<file path="config.mk">
export PLATFORM = sky130hd
export DESIGN_NAME = mem_access_ctrl
export DESIGN_NICKNAME = d
export VERILOG_FILES = /design/src/rtl/mem_access_ctrl.sv
export SDC_FILE = /design/constraint.sdc
export NUM_CORES = 1
export LEC_CHECK = 0
export ABC_AREA = 1
export BUFFER_PORTS_ARGS = -buffer_cell sky130_fd_sc_hd__clkbuf_2
export CAP_MARGIN = 20
export CORE_MARGIN = 5
export CORE_UTILIZATION = 46
export CTS_CLUSTER_SIZE = 30
export DETAILED_ROUTE_END_ITERATION = 10
export GPL_ROUTABILITY_DRIVEN = 0
export GPL_TIMING_DRIVEN = 0
export PLACE_DENSITY_LB_ADDON = 0.08
export SLEW_MARGIN = 10
export SYNTH_ARGS = -nofsm -noshare
export SYNTH_HDL_FRONTEND = slang
export SYNTH_SLANG_ARGS = --single-unit
</file>
<file path="constraint.sdc">
create_clock -name clk -period 1.5 [get_ports clk]
set_clock_uncertainty 0.2 [all_clocks]
set_input_delay 0.3 -clock clk [delete_from_list [all_inputs] [get_ports clk]]
set_output_delay 0.3 -clock clk [all_outputs]
set_load 0.005 [all_outputs]
</file>
<file path="src/rtl/mem_access_ctrl.sv">
// mem_access_ctrl: load/store unit that moves RV32I byte/half/word accesses over a word-wide memory bus
// with alignment checks, lane steering, load extension and an ack timeout.
module mem_access_ctrl #(
  parameter int TIMEOUT_CYCLES = 255
) (
  input  logic        clk,
  input  logic        rst_n,
  input  logic        lam_new,
  input  logic        lam_rw,
  input  logic [2:0]  lam_type,
  input  logic [4:0]  lam_sel_out,
  input  logic [31:0] lam_wdata,
  input  logic [31:0] addr,
  output logic        mem_req,
  output logic        mem_we,
  output logic [31:0] mem_addr,
  output logic [31:0] mem_wdata,
  output logic [3:0]  mem_wstrb,
  input  logic        mem_ack,
  input  logic [31:0] mem_rdata,
  output logic        wb_en,
  output logic [4:0]  wb_sel,
  output logic [31:0] wb_data,
  output logic        busy,
  output logic        lam_err
);
  typedef enum logic [1:0] {IDLE, REQ, WB, ERR} state_t;
  state_t      state;
  logic        rw;
  logic [2:0]  ty;
  logic [4:0]  sel;
  logic [1:0]  lo;
  logic [15:0] cnt;
  logic        legal;
  logic        misaligned;
  logic [31:0] sdata;
  logic [3:0]  sstrb;
  logic [7:0]  rbyte;
  logic [15:0] rhalf;
  logic [31:0] fmt;
  always_comb begin
    misaligned = (lam_type[1:0] == 2'b01 && addr[0]) || (lam_type[1:0] == 2'b10 && addr[1:0] != 2'b00);
    legal = (lam_rw ? (lam_type <= 3'b010) : !(lam_type inside {3'b011, 3'b110, 3'b111})) && !misaligned;
    sdata = lam_type[1:0] == 2'b00 ? {4{lam_wdata[7:0]}} :
            lam_type[1:0] == 2'b01 ? {2{lam_wdata[15:0]}} : lam_wdata;
    sstrb = lam_type[1:0] == 2'b00 ? 4'b0001 << addr[1:0] :
            lam_type[1:0] == 2'b01 ? (addr[1] ? 4'b1100 : 4'b0011) : 4'b1111;
    rbyte = mem_rdata[{lo, 3'b000} +: 8];
    rhalf = lo[1] ? mem_rdata[31:16] : mem_rdata[15:0];
    fmt = ty == 3'b000 ? {{24{rbyte[7]}}, rbyte} :
          ty == 3'b100 ? {24'd0, rbyte} :
          ty == 3'b001 ? {{16{rhalf[15]}}, rhalf} :
          ty == 3'b101 ? {16'd0, rhalf} : mem_rdata;
    busy = rst_n && (state != IDLE || lam_new);
  end
  always_ff @(posedge clk or negedge rst_n) begin
    if (!rst_n) begin
      state     <= IDLE;
      rw        <= 1'b0;
      ty        <= 3'd0;
      sel       <= 5'd0;
      lo        <= 2'd0;
      cnt       <= 16'd0;
      mem_req   <= 1'b0;
      mem_we    <= 1'b0;
      mem_addr  <= 32'd0;
      mem_wdata <= 32'd0;
      mem_wstrb <= 4'd0;
      wb_en     <= 1'b0;
      wb_sel    <= 5'd0;
      wb_data   <= 32'd0;
      lam_err   <= 1'b0;
    end else begin
      case (state)
        IDLE: if (lam_new) begin
          rw        <= lam_rw;
          ty        <= lam_type;
          sel       <= lam_sel_out;
          lo        <= addr[1:0];
          cnt       <= 16'd0;
          mem_addr  <= {addr[31:2], 2'b00};
          mem_we    <= lam_rw;
          mem_wdata <= lam_rw ? sdata : 32'd0;
          mem_wstrb <= lam_rw ? sstrb : 4'd0;
          mem_req   <= legal;
          lam_err   <= !legal;
          state     <= legal ? REQ : ERR;
        end
        REQ: if (mem_ack) begin
          mem_req <= 1'b0;
          wb_en   <= !rw && sel != 5'd0;
          wb_sel  <= rw ? wb_sel : sel;
          wb_data <= rw ? wb_data : fmt;
          state   <= rw ? IDLE : WB;
        end else begin
          // the count reaching the limit only aborts when no ack arrived this cycle
          cnt <= cnt + 16'd1;
          if (cnt == 16'(TIMEOUT_CYCLES - 1)) begin
            mem_req <= 1'b0;
            lam_err <= 1'b1;
            state   <= ERR;
          end
        end
        WB: begin
          wb_en <= 1'b0;
          state <= IDLE;
        end
        default: begin
          lam_err <= 1'b0;
          state   <= IDLE;
        end
      endcase
    end
  end
endmodule

</file>
==> out/results.tsv, run 1 <==
metric	value	unit
Area Overhead vs Synth	65.5	%
P_leak	6.06	nW
CTS Root Cell	clkbuf_16	
die span in y	131	um
Bufs on Longest Clock Path	2	
PwrDens	1900	nW/um2
Die ar.	17200	um2
layout cells sized above 1	41.5	%
dominant cell type by area after synthesis	dfrtp_1	
Core Util, Final	77.1	%
status	complete, but fails checks	
Tightest Pin Transition	0.739	ns
Slew Limit Headroom	50.6	%
final antenna-violating net count	0	
Netlist cell types	31	
Num CTS Buffers	17	
peak supply drop	1.09	mV
clk_lat worst skew	0.43	ns
Worst Path Arrival	1.82	ns
WS Path Type	in2reg	
initial antenna violation count	1	
IO Pins	219	
Max-Cap Viols	0	
Total GRT Usage	26.2	%
Syn Std Cell Area	6740	um2
RSZ-0062 raised after global routing	true	
setup TNS	-10.90	ns
Final Routed Wirelength	25600	um
failing checks	hold timing, setup timing	
Synth top area share	50.1	%
DP Wirelength	14900	um
Final setup viols	131	
CTS clk-pin slew, worst paths	0.06	ns
Final period util	113	%
vias in the first global route	7100	
drt wl/cell	17.3	um
DR DRC count	0	
Initial Utilization	46.6	%
largest cells by area after synthesis	dfrtp_1 (50%), nand2_1 (23%), o21ai_0 (6.0%), inv_1 (4.2%), a21oi_1 (2.8%)	
pins over their slew limit	0	
dpl cells	1318	
Vias	7818	
DR pass1 iterations	7	
CP Capture Type	register	
TritonCTS clock tree	built	
crit path launch type	input pin	
minimum clock period	1.70	ns
Critical Path RT	1.61	ns
worst hold slack	-0.466	ns
Synth warnings	0	
flops & latches, synth	135	
largest net degree at the start of global routing	38	
syn avg cell area	7.36	um2
Placement Cell Area	8110	um2
number of port buffers	216	
sequential fraction of the synthesis area	50.1	%
HP Class	in2async	
CTS Sinks	135	
Remaining Overflow, GRT	0	
most frequent cells in the layout	nand2_1 (304), clkbuf_2 (218), dfrtp_1 (130)	
first-pass GRT wire length	34800	um
worst-path maximum fanout	4	
die width	131	um
DR iter-0 viols	727	
Via density	5.29	
Finished Cell Area	11200	um2
Synth Instances	916	
FP Rows	44	
commonest non-fill, non-tap cell in the layout	nand2_1	
final hold vios	104	
H-tree depth	4	
number of nets in the layout	1390	
non-filler cells, final	1477	
Final WS setup	-0.200	ns
core footprint	14500	um2
highest clock rate	588	MHz
repair_timing:
action                     4_1_cts  5_1_grt
hold endpoints to repair       198      104
setup endpoints to repair      133      134
setup buffers                   25       16
hold buffers                    62        1
gates cloned                     3       20
pin swaps                       15       56
resized for setup              108      272
worst max-delay path: stages:
cell	delay, ns
clkbuf_2	0.09
dlygate4sd3_1	0.57
inv_1	0.15
a21oi_1	0.11
o21ai_1	0.29
nand2_1	0.13
nand2_1	0.11
nand2_1	0.05
synthesized netlist by cell type:
master and number:
buf_2 21, o21ai_0 81, o21a_1 1, inv_2 4
nor3b_1 2, nand4_1 6, o31ai_1 1, nand3_1 36
nor2_1 47, conb_1 1, a21oi_1 38, a22oi_1 8
o21ai_1 9, buf_1 1, o211ai_1 7, clkbuf_1 14
buf_4 5, nor2_4 4, nor2_2 2, buf_6 1
nor3_1 3, nor4_1 1, nand2_2 1, nand2_1 406
nor2_8 1, clkbuf_2 1, ha_1 2, a21boi_0 1
nand2_4 1, inv_1 75, dfrtp_1 135
flip-flops by register name, indices dropped and copies added (netlist names):
signal / cells
cnt: 16
lam_err: 1
lo: 2
mem_addr: 30
mem_req: 1
mem_wdata: 32
mem_wstrb: 4
rw: 1
sel: 5
state: 2
ty: 3
wb_data: 32
wb_en: 1
wb_sel: 5
per-layer routing:
layer / routed length, um / up-vias / global-route usage, %
met2: 12500 / 454 / 42.7
met4: 783 / 0 / 10.6
met3: 2400 / 76 / 7.41
met5: 0 / - / 0
li1: - / 3639 / -
met1: 9890 / 3649 / 33.1
stage by stage:
stage	setup WS, ns	power, W
2_1_floorplan	-0.0364	0.00993
3_3_place_gp	-2.38	0.0127
3_5_place_dp	-0.597	0.0128
4_1_cts	-0.195	0.0183
5_1_grt	-0.241	0.0224
6_report	-0.200	0.0212
worst paths after layout:
check / startpoint / endpoint / slack [ns] / depth (start not counted)
min in group clk: lam_wdata[16] / mem_wdata[16] / -0.01 / 3
max in group asynchronous: rst_n / mem_addr[4] / 0.72 / 3
max reg2reg: state[1] / lam_err / -0.18 / 11
max: addr[1] / lam_err / -0.20 / 8
min: rst_n / rw / -0.47 / 1
min reg2reg: wb_data[28] / wb_data[28] / 0.28 / 2
power by group:
| part | switching (W) | total, W | internal, W | leakage [nW] |
|---|---|---|---|---|
| sequential | 0.00116 | 0.00634 | 0.00518 | 1.73 |
| clock | 0.00164 | 0.00434 | 0.00270 | 0.297 |
| combinational | 0.00558 | 0.0105 | 0.00495 | 4.04 |
| total | 0.00837 | 0.0212 | 0.0128 | 6.06 |
cells by family after synthesis:
logic type / after synthesis / synth area share, %
AOI/OAI and AO/OA: 146 / 11.5
adders and majority gates: 2 / 0.371
buffers and inverters: 122 / 7.59
DFF: 135 / 50.1
other: 1 / 0.0556
and+or+nand+nor: 510 / 30.4
area by class of cell:
class,count,area [um2]
Timing Repair Buffer,343,2580
Buffer,42,470
Clock buffer,20,457
Multi-Input combinational cell,661,3570
Inverter,79,312
Sequential cell,135,3380
Clock inverter,11,148
Antenna cell,2,5.00
Fill cell,1031,3320
Tap cell,184,230
No activity file was read; power rests on OpenSTA's default activity.
==> inputs of run 2 (changes only) <==
- CORE_UTILIZATION: 46 -> 51
- clock period: 1.5 -> 1.7 ns (I/O delays scaled with it)
==> out/results.tsv, run 2 (same netlist as run 1, synthesis figures left out) <==
metric	value	unit	change
first-pass GRT wire length	34500	um	-0.81%
crit path launch type	register		
Tightest Pin Transition	0.715	ns	-0.0237 ns
die width	125	um	-4.6%
Critical Path RT	1.16	ns	-0.45 ns
CP peak stage delay	0.45	ns	-0.12 ns
DR iter-0 viols	522		-28%
Reg power frac	34.4	%	+4.5 points
critical path's top delay family	flip-flops		
Internal Pwr Total	0.00971	W	-24%
Via density	5.10		-3.6%
failing checks	hold timing, setup timing		
Reg2Reg Setup Slack	0.03	ns	+0.21 ns
Area Overhead vs Synth	41.1	%	
P_leak	5.33	nW	-12%
CTS Root Cell	clkbuf_16		
Final period util	103	%	
switching fraction of total power	38.9	%	-0.53 points
layout cells sized above 1	28.2	%	-13 points
largest net degree at the start of global routing	39		+2.6%
Final WS setup	-0.0577	ns	+0.143 ns
clock group share of total power	23.4	%	+2.9 points
Total GRT Usage	27.3	%	+1.1 points
worst hold slack	-0.420	ns	+0.0453 ns
CTS clk-pin slew, worst paths	0.06	ns	about the same
number of nets in the layout	1331		-4.2%
Worst Path Arrival	1.22	ns	-0.60 ns
biggest regs	mem_wdata x32, wb_data x32, mem_addr x30		
number of port buffers	216		unchanged
dpl ws	-0.437	ns	+0.160 ns
Vias	7192		-8.0%
crit path cell chain	nor2_4 > a21boi_1 > clkbuf_2		
minimum clock period	1.76	ns	
clk_lat worst skew	0.43	ns	about the same
filler cell count	1047		+1.6%
CTS Sinks	135		unchanged
r2r endpoint	mem_wdata[8]		
IO Pins	219		unchanged
DR DRC count	0		unchanged
worst r2r src	state[1]		
final antenna-violating net count	0		unchanged
most frequent cells in the layout	nand2_1 (398), clkbuf_2 (218), dfrtp_1 (129)		
worst-path maximum fanout	5		+1
highest clock rate	569	MHz	
vias in the first global route	6904		-2.8%
r2r worst-path depth	6		-5
Slew Limit Headroom	52.1	%	+1.6 points
Psw	0.00619	W	-26%
DR pass1 iterations	7		unchanged
RSZ-0062 raised after global routing	true		
DP Wirelength	14700	um	-1.0%
drt wl/cell	15.2	um	-12%
FP Rows	42		-4.5%
die span in y	125	um	-4.6%
CTS Hold Buffers Added	41		-34%
peak supply drop	0.750	mV	-31%
initial antenna violation count	0		-1
WS Path Type	reg2out		
combinational share of power	42.2	%	-7.4 points
pins over their slew limit	0		unchanged
Bufs on Longest Clock Path	2		unchanged
Max-Cap Viols	0		unchanged
Final Routed Wirelength	21500	um	-16%
ANT cells	0		-2
Remaining Overflow, GRT	0		unchanged
Num CTS Buffers	17		unchanged
CP Capture Type	output pin		
critical path's slowest cell	dfrtp_2		
H-tree depth	4		unchanged
TritonCTS clock tree	built		
core footprint	13100	um2	-9.6%
final hold vios	104		unchanged
Die ar.	15600	um2	-9.1%
status	complete, but fails checks		
HP Class	in2async		
commonest non-fill, non-tap cell in the layout	nand2_1		
Initial Utilization	51.5	%	+5.0 points
Final setup viols	1		-99%
PwrDens	1670	nW/um2	-12%
CP Buf/Inv Count	1		-2
==> run 2: cell types whose count changed in the layout (fill, tap and decap cells not counted), sizes merged, moves of 2 or more <==
cell and delta:
inv +2, buf -27, dlygate4sd3 -22, diode -2
clkinv -3, clkbuf -11, clkinvlp +4
==> run 2: final cells by class <==
type                       instances  area (um2)  share of cell area, %
multi-input combinational        661        2940                   30.9
inverter                          79         299                   3.14
buffer                            43         302                   3.17
timing repair buffer             283        1770                   18.6
clock inverter                    13         145                   1.53
clock buffer                      19         453                   4.76
tap                              176         220                   2.31
sequential                       135        3390                   35.6
==> run 2: stage by stage <==
stage / cell area (um2) / instances / util (%) / total power [W] / setup TNS [ns]
floorplan: 6750 / 917 / - / 0.00874 / 0
global placement: 8050 / 1309 / 61.5 / 0.0111 / -296.80
detailed placement: 8090 / 1310 / 61.8 / 0.0112 / -9.68
CTS: 9270 / 1393 / 70.8 / 0.0153 / -0.177
global route: 9510 / 1409 / 72.7 / 0.0171 / -1.24
finish: 9510 / 1409 / 72.7 / 0.0159 / -0.0577
==> run 2: worst max-delay path by stage <==
stage / startpoint / to / cells past startpoint
2_1_floorplan: ty[1] / wb_data[24] / 9
3_3_place_gp: rst_n / busy / 3
3_5_place_dp: rst_n / busy / 4
4_1_cts: state[0] / busy / 3
5_1_grt: state[1] / busy / 3
6_report: state[1] / busy / 3
==> run 2: per-layer routing <==
layer,global-route usage (%),share of wire (%)
met1,36.1,42
met2,43.0,46
met3,8.23,9.4
met4,9.82,2.8
met5,0,0
==> run 2: repair_timing <==
action	4_1_cts	5_1_grt
cloned	3	1
endpoints found under the setup margin	107	121
endpoints found under the hold margin	174	67
buffers inserted	7	15
pin swaps	5	9
gates resized for setup	26	70
==> run 2: power by group through the flow <==
stage	clock network, W	registers (W)	logic, W
after global placement	0	0.00541	0.00573
after global routing	0.00392	0.00562	0.00752
final	0.00372	0.00547	0.00670
after detailed placement	0	0.00542	0.00583
after floorplan	0	0.00544	0.00330
after CTS	0.00377	0.00543	0.00614
